[src/rtl/hw_pointer_wr.sv]
// hw_pointer_wr: reports the hardware's 64-bit ring pointer to a host memory
// slot with a posted Memory Write TLP (2-DW payload) on the 64-bit TRN TX
// interface, each time the pointer differs from the value last written.
// TX ownership is shared with other engines through tx_req/tx_grant.
// Optional feature macro: HW_PTR_MWR64_EN -- when defined, a host address
// above 4 GB is written with a 4-DW MWr64 header; otherwise MWr32 is always
// used and the upper address bits are ignored.
module hw_pointer_wr #(
    parameter logic [7:0] MIN_GAP = 8'd16
) (
    input  logic        trn_clk,
    input  logic        reset,
    input  logic [63:0] hw_pointer,
    input  logic [63:0] host_addr,
    input  logic        host_addr_valid,
    input  logic [15:0] cfg_completer_id,
    input  logic [3:0]  trn_tbuf_av,
    input  logic        trn_tdst_rdy_n,
    output logic [63:0] trn_td,
    output logic [7:0]  trn_trem_n,
    output logic        trn_tsof_n,
    output logic        trn_teof_n,
    output logic        trn_tsrc_rdy_n,
    output logic        trn_tsrc_dsc_n,
    output logic        tx_req,
    input  logic        tx_grant,
    output logic        tx_driving
);

    typedef enum logic [5:0] {
        S_IDLE = 6'b000001,
        S_WAIT = 6'b000010,
        S_B0   = 6'b000100,
        S_B1   = 6'b001000,
        S_B2   = 6'b010000,
        S_GAP  = 6'b100000
    } state_t;

    state_t      state_q, state_d;
    logic [63:0] snap_q, snap_d;
    logic [63:0] addr_q, addr_d;
    logic [63:0] last_q, last_d;
    logic [7:0]  cnt_q, cnt_d;
    logic [63:0] td_q, td_d;
    logic [7:0]  trem_q, trem_d;
    logic        sof_q, sof_d;
    logic        eof_q, eof_d;
    logic        srdy_q, srdy_d;
    logic        req_q, req_d;
    logic        drv_q, drv_d;

    logic        is64;
    logic        accept;
    logic        unused_bits;

    // Byte-swap one DW so a little-endian host read recovers the value.
    function automatic logic [31:0] bswap(input logic [31:0] w);
        return {w[7:0], w[15:8], w[23:16], w[31:24]};
    endfunction

    // Header beat: DW0 (fmt/type, length 2) and DW1 (requester ID, tag, BEs).
    function automatic logic [63:0] beat0(input logic wide, input logic [15:0] id);
        logic [7:0] fmt_type;
        fmt_type = wide ? 8'h60 : 8'h40;
        return {fmt_type, 8'h00, 6'b000000, 10'd2, id, 8'h00, 4'hF, 4'hF};
    endfunction

    // Second beat: address (and first payload DW for the 3-DW header form).
    function automatic logic [63:0] beat1(input logic wide, input logic [63:0] a,
                                          input logic [63:0] p);
        if (wide)
            return {a[63:32], a[31:2], 2'b00};
        return {a[31:2], 2'b00, bswap(p[31:0])};
    endfunction

    // Final beat: remaining payload; the 3-DW form leaves the low DW empty.
    function automatic logic [63:0] beat2(input logic wide, input logic [63:0] p);
        if (wide)
            return {bswap(p[31:0]), bswap(p[63:32])};
        return {bswap(p[63:32]), 32'h0};
    endfunction

`ifdef HW_PTR_MWR64_EN
    assign is64        = (addr_q[63:32] != 32'h0);
    assign unused_bits = ^{trn_tbuf_av[3:2], trn_tbuf_av[0]};
`else
    assign is64        = 1'b0;
    assign unused_bits = ^{trn_tbuf_av[3:2], trn_tbuf_av[0], addr_q[63:32]};
`endif

    assign accept = ~srdy_q & ~trn_tdst_rdy_n;

    // Next-state and registered-output logic for the one-hot sequencer.
    always_comb begin
        state_d = state_q;
        snap_d  = snap_q;
        addr_d  = addr_q;
        last_d  = last_q;
        cnt_d   = cnt_q;
        td_d    = td_q;
        trem_d  = trem_q;
        sof_d   = sof_q;
        eof_d   = eof_q;
        srdy_d  = srdy_q;
        req_d   = req_q;
        drv_d   = drv_q;
        case (state_q)
            S_IDLE: begin
                if (host_addr_valid && (hw_pointer != last_q)) begin
                    snap_d  = hw_pointer;
                    addr_d  = host_addr;
                    req_d   = 1'b1;
                    state_d = S_WAIT;
                end
            end
            S_WAIT: begin
                if (tx_grant && trn_tbuf_av[1]) begin
                    drv_d   = 1'b1;
                    td_d    = beat0(is64, cfg_completer_id);
                    trem_d  = 8'h00;
                    sof_d   = 1'b0;
                    eof_d   = 1'b1;
                    srdy_d  = 1'b0;
                    state_d = S_B0;
                end
            end
            S_B0: begin
                if (accept) begin
                    td_d    = beat1(is64, addr_q, snap_q);
                    sof_d   = 1'b1;
                    state_d = S_B1;
                end
            end
            S_B1: begin
                if (accept) begin
                    td_d    = beat2(is64, snap_q);
                    trem_d  = is64 ? 8'h00 : 8'h0F;
                    eof_d   = 1'b0;
                    state_d = S_B2;
                end
            end
            S_B2: begin
                if (accept) begin
                    last_d  = snap_q;
                    td_d    = '0;
                    trem_d  = 8'h00;
                    eof_d   = 1'b1;
                    srdy_d  = 1'b1;
                    req_d   = 1'b0;
                    drv_d   = 1'b0;
                    cnt_d   = 8'd1;
                    state_d = (MIN_GAP == 8'd0) ? S_IDLE : S_GAP;
                end
            end
            S_GAP: begin
                if (cnt_q == MIN_GAP)
                    state_d = S_IDLE;
                else
                    cnt_d = cnt_q + 8'd1;
            end
            default: state_d = S_IDLE;
        endcase
    end

    // Control and output registers; snapshot/address captures carry no reset.
    always_ff @(posedge trn_clk) begin
        if (reset) begin
            state_q <= S_IDLE;
            last_q  <= '0;
            cnt_q   <= '0;
            td_q    <= '0;
            trem_q  <= 8'h00;
            sof_q   <= 1'b1;
            eof_q   <= 1'b1;
            srdy_q  <= 1'b1;
            req_q   <= 1'b0;
            drv_q   <= 1'b0;
        end else begin
            state_q <= state_d;
            last_q  <= last_d;
            cnt_q   <= cnt_d;
            td_q    <= td_d;
            trem_q  <= trem_d;
            sof_q   <= sof_d;
            eof_q   <= eof_d;
            srdy_q  <= srdy_d;
            req_q   <= req_d;
            drv_q   <= drv_d;
        end
        snap_q <= snap_d;
        addr_q <= addr_d;
    end

    assign trn_td         = td_q;
    assign trn_trem_n     = trem_q;
    assign trn_tsof_n     = sof_q;
    assign trn_teof_n     = eof_q;
    assign trn_tsrc_rdy_n = srdy_q;
    assign trn_tsrc_dsc_n = 1'b1;
    assign tx_req         = req_q;
    assign tx_driving     = drv_q;

endmodule

[config.mk]
export PLATFORM = sky130hd
export DESIGN_NAME = hw_pointer_wr
export DESIGN_NICKNAME = d
export VERILOG_FILES = /design/src/rtl/hw_pointer_wr.sv
export SDC_FILE = /design/constraint.sdc
export NUM_CORES = 1
export LEC_CHECK = 0
export ABC_AREA = 0
export BUFFER_PORTS_ARGS = -buffer_cell sky130_fd_sc_hd__buf_2
export CORE_AREA = 2 2 159 130
export CTS_CLUSTER_DIAMETER = 50
export CTS_CLUSTER_SIZE = 14
export DETAILED_ROUTE_END_ITERATION = 16
export DIE_AREA = 0 0 161 132
export PLACE_DENSITY = 0.71
export SKIP_CTS_REPAIR_TIMING = 1
export SLEW_MARGIN = 20
export SYNTH_ARGS = -nofsm -noshare
export SYNTH_HDL_FRONTEND = slang
export SYNTH_SLANG_ARGS = --single-unit
export TNS_END_PERCENT = 50
[constraint.sdc]
create_clock -name trn_clk -period 7.2 [get_ports trn_clk]
set_input_delay 0.36 -clock trn_clk [delete_from_list [all_inputs] [get_ports trn_clk]]
set_output_delay 0.36 -clock trn_clk [all_outputs]
set_load 0.01 [all_outputs]
# Yosys cells after proc, flatten, opt, wreduce, memory -nomap -nowiden
# Index checks and enable logic that the tools add are counted.
classes:
  n_mux: 33
  n_reduce_logical: 17
  bitwise_logic: 3
  n_addsub: 1
  n_eq_ne: 15
ops:
  columns: ["op", "count"]
  rows:
  - ["64-bit 2-to-1 mux", 6]
  - ["64-bit one-hot mux with 4 select lines", 1]
  - ["64-bit inequality test", 1]
  - ["8-bit 2-to-1 mux", 5]
  - ["6-bit 2-to-1 mux", 6]
  - ["6-bit one-hot mux with 6 select lines", 1]
  - ["8-bit one-hot mux with 3 select lines", 1]
  - ["8-bit one-hot mux with 2 select lines", 1]
  - ["2-bit inequality test, second input constant", 7]
  - ["3-bit AND reduction", 4]
  - ["8-bit by 1-bit adder with 8-bit output, second input constant", 1]
  - ["8-bit by 5-bit == test with 1-bit output, second input constant", 1]
  - ["1-bit one-hot mux with 2 select lines", 4]
  - ["2-bit nonzero test", 4]
  - ["1-bit 2-to-1 mux", 7]
  - ["6-bit by 1-bit == test with 1-bit output, second input constant", 1]
  - ["6-bit by 2-bit == test with 1-bit output, second input constant", 1]
  - ["6-bit by 3-bit == test with 1-bit output, second input constant", 1]
  - ["6-bit by 4-bit == test with 1-bit output, second input constant", 1]
  - ["6-bit by 5-bit == test with 1-bit output, second input constant", 1]
  - ["6-bit == test, second input constant", 1]
  - ["6-bit AND reduction", 1]
  - ["5-bit AND reduction", 1]
  - ["2-bit AND reduction", 2]
  - ["other kinds (7)", 9]
totals:
  elab_cells: 81
  inputBits: 153
  output_inout_bits: 78
  ff_bits: 251

# Depth between registers and ports, before layout
logic_depth:
  ltp_word: 7
  ltp_mapped: 8
  ltp_nobuf: 7

# Worst setup path before layout
# OpenSTA, ideal clock, no wires.
synth_timing:
  path_type: "register to register"
  startpoint: "reg state_q[2]"
  endpoint: "reg addr_q[10] (enable)"
  arrival_time_ns: 5.216
  stages_incl_launch_ff: 7
  path_slack_ns: 1.436
  synth_period_minus_slack_ns: 5.764
  t_required_ns: 6.652
  n_path_buf: 2
  setup_ns: 0.548
  path_cell_list: "dfxtp_1 buf_2 nor4_1 and3_1 clkbuf_1 nand2_1 nor2_1"
synth_between:
  elab_chain_cells: 2
synth_lines:
  columns: ["item", "line_no", "text"]
  rows:
  - ["from (decl)", "39", "state_t state_q, state_d;"]
  - ["from (signal assigned)", "179", "state_q <= state_d;"]
  - ["6-bit by 1-bit == test with 1-bit output", "107", "case (state_q)"]
  - ["2-bit AND reduction (no line)", null, null]
  - ["to (signal assigned)", "191", "addr_q <= addr_d;"]
  - ["to (decl)", "41", "logic [63:0] addr_q, addr_d;"]
# Every way passes these cells.
# A chain may end at the register's enable or synchronous reset.

# Worst setup path in the final report
layout_timing:
  startpoint: "reg last_q[29]"
  endpoint: "reg snap_q[19] (enable)"
layout_between:
  elab_chain_cells: 3
layout_lines:
  columns: ["item", "line_no", "text"]
  rows:
  - ["from (decl)", "42", "logic [63:0] last_q, last_d;"]
  - ["from (signal assigned)", "180", "last_q <= last_d;"]
  - ["64-bit inequality test", "109", "if (host_addr_valid && (hw_pointer != last_q)) begin"]
  - ["1-bit logical AND", "109", null]
  - ["2-bit AND reduction (no line)", null, null]
  - ["to (signal assigned)", "190", "snap_q <= snap_d;"]
  - ["to (decl)", "40", "logic [63:0] snap_q, snap_d;"]
# Every way passes these cells.

==> metrics <==
Yosys warning count 0; total core area 0.0196 sq mm; largest net degree at the start of global routing 73; CTS Buf Count 22; via count 7286; top_reg_cell synth dfxtp_1; Period Utilization, post-route 48.6%; Rel. slew slack 27.8%; Setup Skew 0.0146 ns; initial cell density of the core 48.4%; placed cell area 0.0106 sq mm; CTS tree built; syn_area_per_cell 10.7 sq um; die height 132 microns; Detailed Route WL 25100 microns; Async SR Flop Fraction 0%; Congestion Overflow GR 0; row count 46; total power draw 2.93 mW; setup TNS 0 ns; maximum clock path buffer count 3; Post-Synthesis Cell Area 0.00947 sq mm; maxcap violations 0; Layout area overhead 19.0%; Final nets 1197; die area 0.0213 sq mm; initial antenna violation count 3; Required @ worst endpoint 7.34 ns; Clk Latency, worst-skew pair 0.51 ns; Filler cells 1707; share of cells above drive strength 1 22.6%; Vias/cell 5.50; sequential area share after synthesis 61.1%; Arr. time, crit path 3.64 ns; Detail Placement HPWL 16500 microns; Clock Sink Count 242; Clock Tree Root clkbuf_16; Post-synth EDFFs 94; DRC violations left 0; H-tree depth 1; outcome complete, no violations; Final Hold Fails 0; initial DRC count 636; number of nets with antenna violations after routing 0; Max IR drop VDD 208 uV; Layout Utilization 57.6%; dpl ws 3.48 ns; gp weighted congestion 0.796; Pwr per Cell Area 260 mW/mm^2; gr usage total 22.9%; Crit. End Element register; count of final setup violators 0; routed len/inst 19.0 microns; Distinct cells, synth 48; Top Ports 231; Final WS setup 3.70 ns; clock transition at the registers of the reported paths 0.07 ns; Final Slew Violations 0; post-synthesis sequential element count 242; crit-path max FO 61; global-route wire length before repair 38400 microns; Setup CP Type reg -> reg; drt pass-1 iters 5; Die Span X 161 microns; vias in the first global route 6732; Post-Synthesis Cells 887; Pleak 4.26 nW; Port Buf Inserts 188; Max Clk Rate 286 MHz; post-layout instance area 0.0113 sq mm; hold crit path type in -> reg; RSZ-0062 raised after global routing no; Period minus WS final 3.50 ns; actual slew at the worst max-slew pin 1.07 ns; startpoint class of the critical path register
-- cells in the mapped netlist (2+ instances only) --
library cell | instances | area share (%)
o21ai_0 | 23 | 1.2
buf_2 | 9 | 0.48
xor2_1 | 69 | 6.4
buf_4 | 8 | 0.63
dfxtp_1 | 148 | 31
o21a_1 | 4 | 0.32
nand2_1 | 153 | 6.1
nand3_1 | 3 | 0.16
clkbuf_1 | 53 | 2.1
nor2b_1 | 3 | 0.20
a2111oi_4 | 2 | 0.58
nor4_1 | 19 | 1.3
a21oi_1 | 133 | 7.0
a211oi_1 | 48 | 3.8
and3_1 | 3 | 0.20
nor3_1 | 5 | 0.26
ha_1 | 2 | 0.26
conb_1 | 2 | 0.079
nor2_1 | 12 | 0.48
a31oi_1 | 4 | 0.26
edfxtp_1 | 94 | 30
o211ai_1 | 2 | 0.16
a22oi_1 | 46 | 3.6
inv_1 | 5 | 0.20
nand4_1 | 6 | 0.40
or3_1 | 2 | 0.13
o2111ai_1 | 8 | 0.74
-- critical path, stage by stage, from the launching register on --
cell and delay [ns]:
dfxtp_1 0.31, xor2_1 0.18, nor4_1 0.53, nand4_1 0.26, nor4_1 0.87, nor2_4 0.41
buf_4 0.51
-- power breakdown --
group | internal [mW] | switching, mW | total [mW] | leakage [nW]
clock network | 0.629 | 0.507 | 1.14 | 0.331
logic | 0.0803 | 0.151 | 0.231 | 1.84
registers | 1.52 | 0.0438 | 1.57 | 2.09
-- logic make-up (layout without fill, tap and decap cells) --
kind of cell / count (synthesis) / in the layout / synth area share [%]
AOI/OAI and AO/OA: 281 / 281 / 18.8
xor gates and xnor gates: 69 / 69 / 6.38
adders and majority gates: 2 / 2 / 0.264
buffers and inverters: 77 / 245 / 3.57
DFF: 242 / 242 / 61.1
other: 2 / 7 / 0.0793
and+or+nand+nor: 214 / 214 / 9.80
-- layout make-up --
cell class / count / area, sq um / share of cell area (%)
Antenna cell: 2 / 5.00 / 0.0444
Clock buffer: 37 / 659 / 5.85
Clock inverter: 3 / 25.0 / 0.222
Inverter: 6 / 22.5 / 0.200
Multi-Input combinational cell: 571 / 3410 / 30.3
Sequential cell: 242 / 5790 / 51.3
Tap cell: 264 / 330 / 2.93
Timing Repair Buffer: 199 / 1030 / 9.11
-- cells in the final DEF, fill, tap and decap left out, drive strengths merged, types with 3 or more instances in the layout --
| master | synthesis | final |
|---|---|---|
| nand2 | 153 | 153 |
| nand4 | 6 | 6 |
| a22oi | 46 | 46 |
| a21oi | 133 | 133 |
| nor4 | 19 | 19 |
| a31oi | 4 | 4 |
| nor2 | 12 | 12 |
| edfxtp | 94 | 94 |
| clkbuf | 53 | 37 |
| conb | 2 | 5 |
| nor2b | 3 | 3 |
| xor2 | 69 | 69 |
| o21ai | 24 | 24 |
| and3 | 3 | 3 |
| buf | 18 | 199 |
| nor3 | 5 | 5 |
| o2111ai | 9 | 9 |
| clkinv | 1 | 3 |
| dfxtp | 148 | 148 |
| a211oi | 48 | 48 |
| o21a | 4 | 4 |
| inv | 5 | 6 |
| nand3 | 3 | 3 |
-- per-stage QoR --
step | cells | hold WS [ns]
6_report | 1324 | 0.0239
5_1_grt | 1322 | 0.00577
4_1_cts | 1322 | 0.00842
3_5_place_dp | 1282 | 0.455
3_3_place_gp | 1282 | 0.449
2_1_floorplan | 890 | 0.448
-- sequential cells by signal, indices dropped and copies added, names as in the netlist, 6 cells and up --
name and cells:
last_q 64, snap_q 64, trn_td 64, addr_q 30, cnt_q 8, state_q 6
-- routing by layer --
layer	share of wire [%]	global-route usage, %	wire (microns)
met5	0.11	0	27
met4	1.7	4.51	437
met3	7.0	4.31	1750
met2	44	35.2	11100
met1	47	34.2	11900
-- final timing paths --
kind                       from          to  slack, ns  depth (start not counted)
setup / recovery     last_q[29]  snap_q[19]       3.70                          6
setup reg to reg     last_q[29]  snap_q[19]       3.70                          6
hold reg to reg      tx_driving  tx_driving       0.46                          2
hold / removal    host_addr[10]  addr_q[10]       0.02                          1
Power figures use the tool's default switching activity.
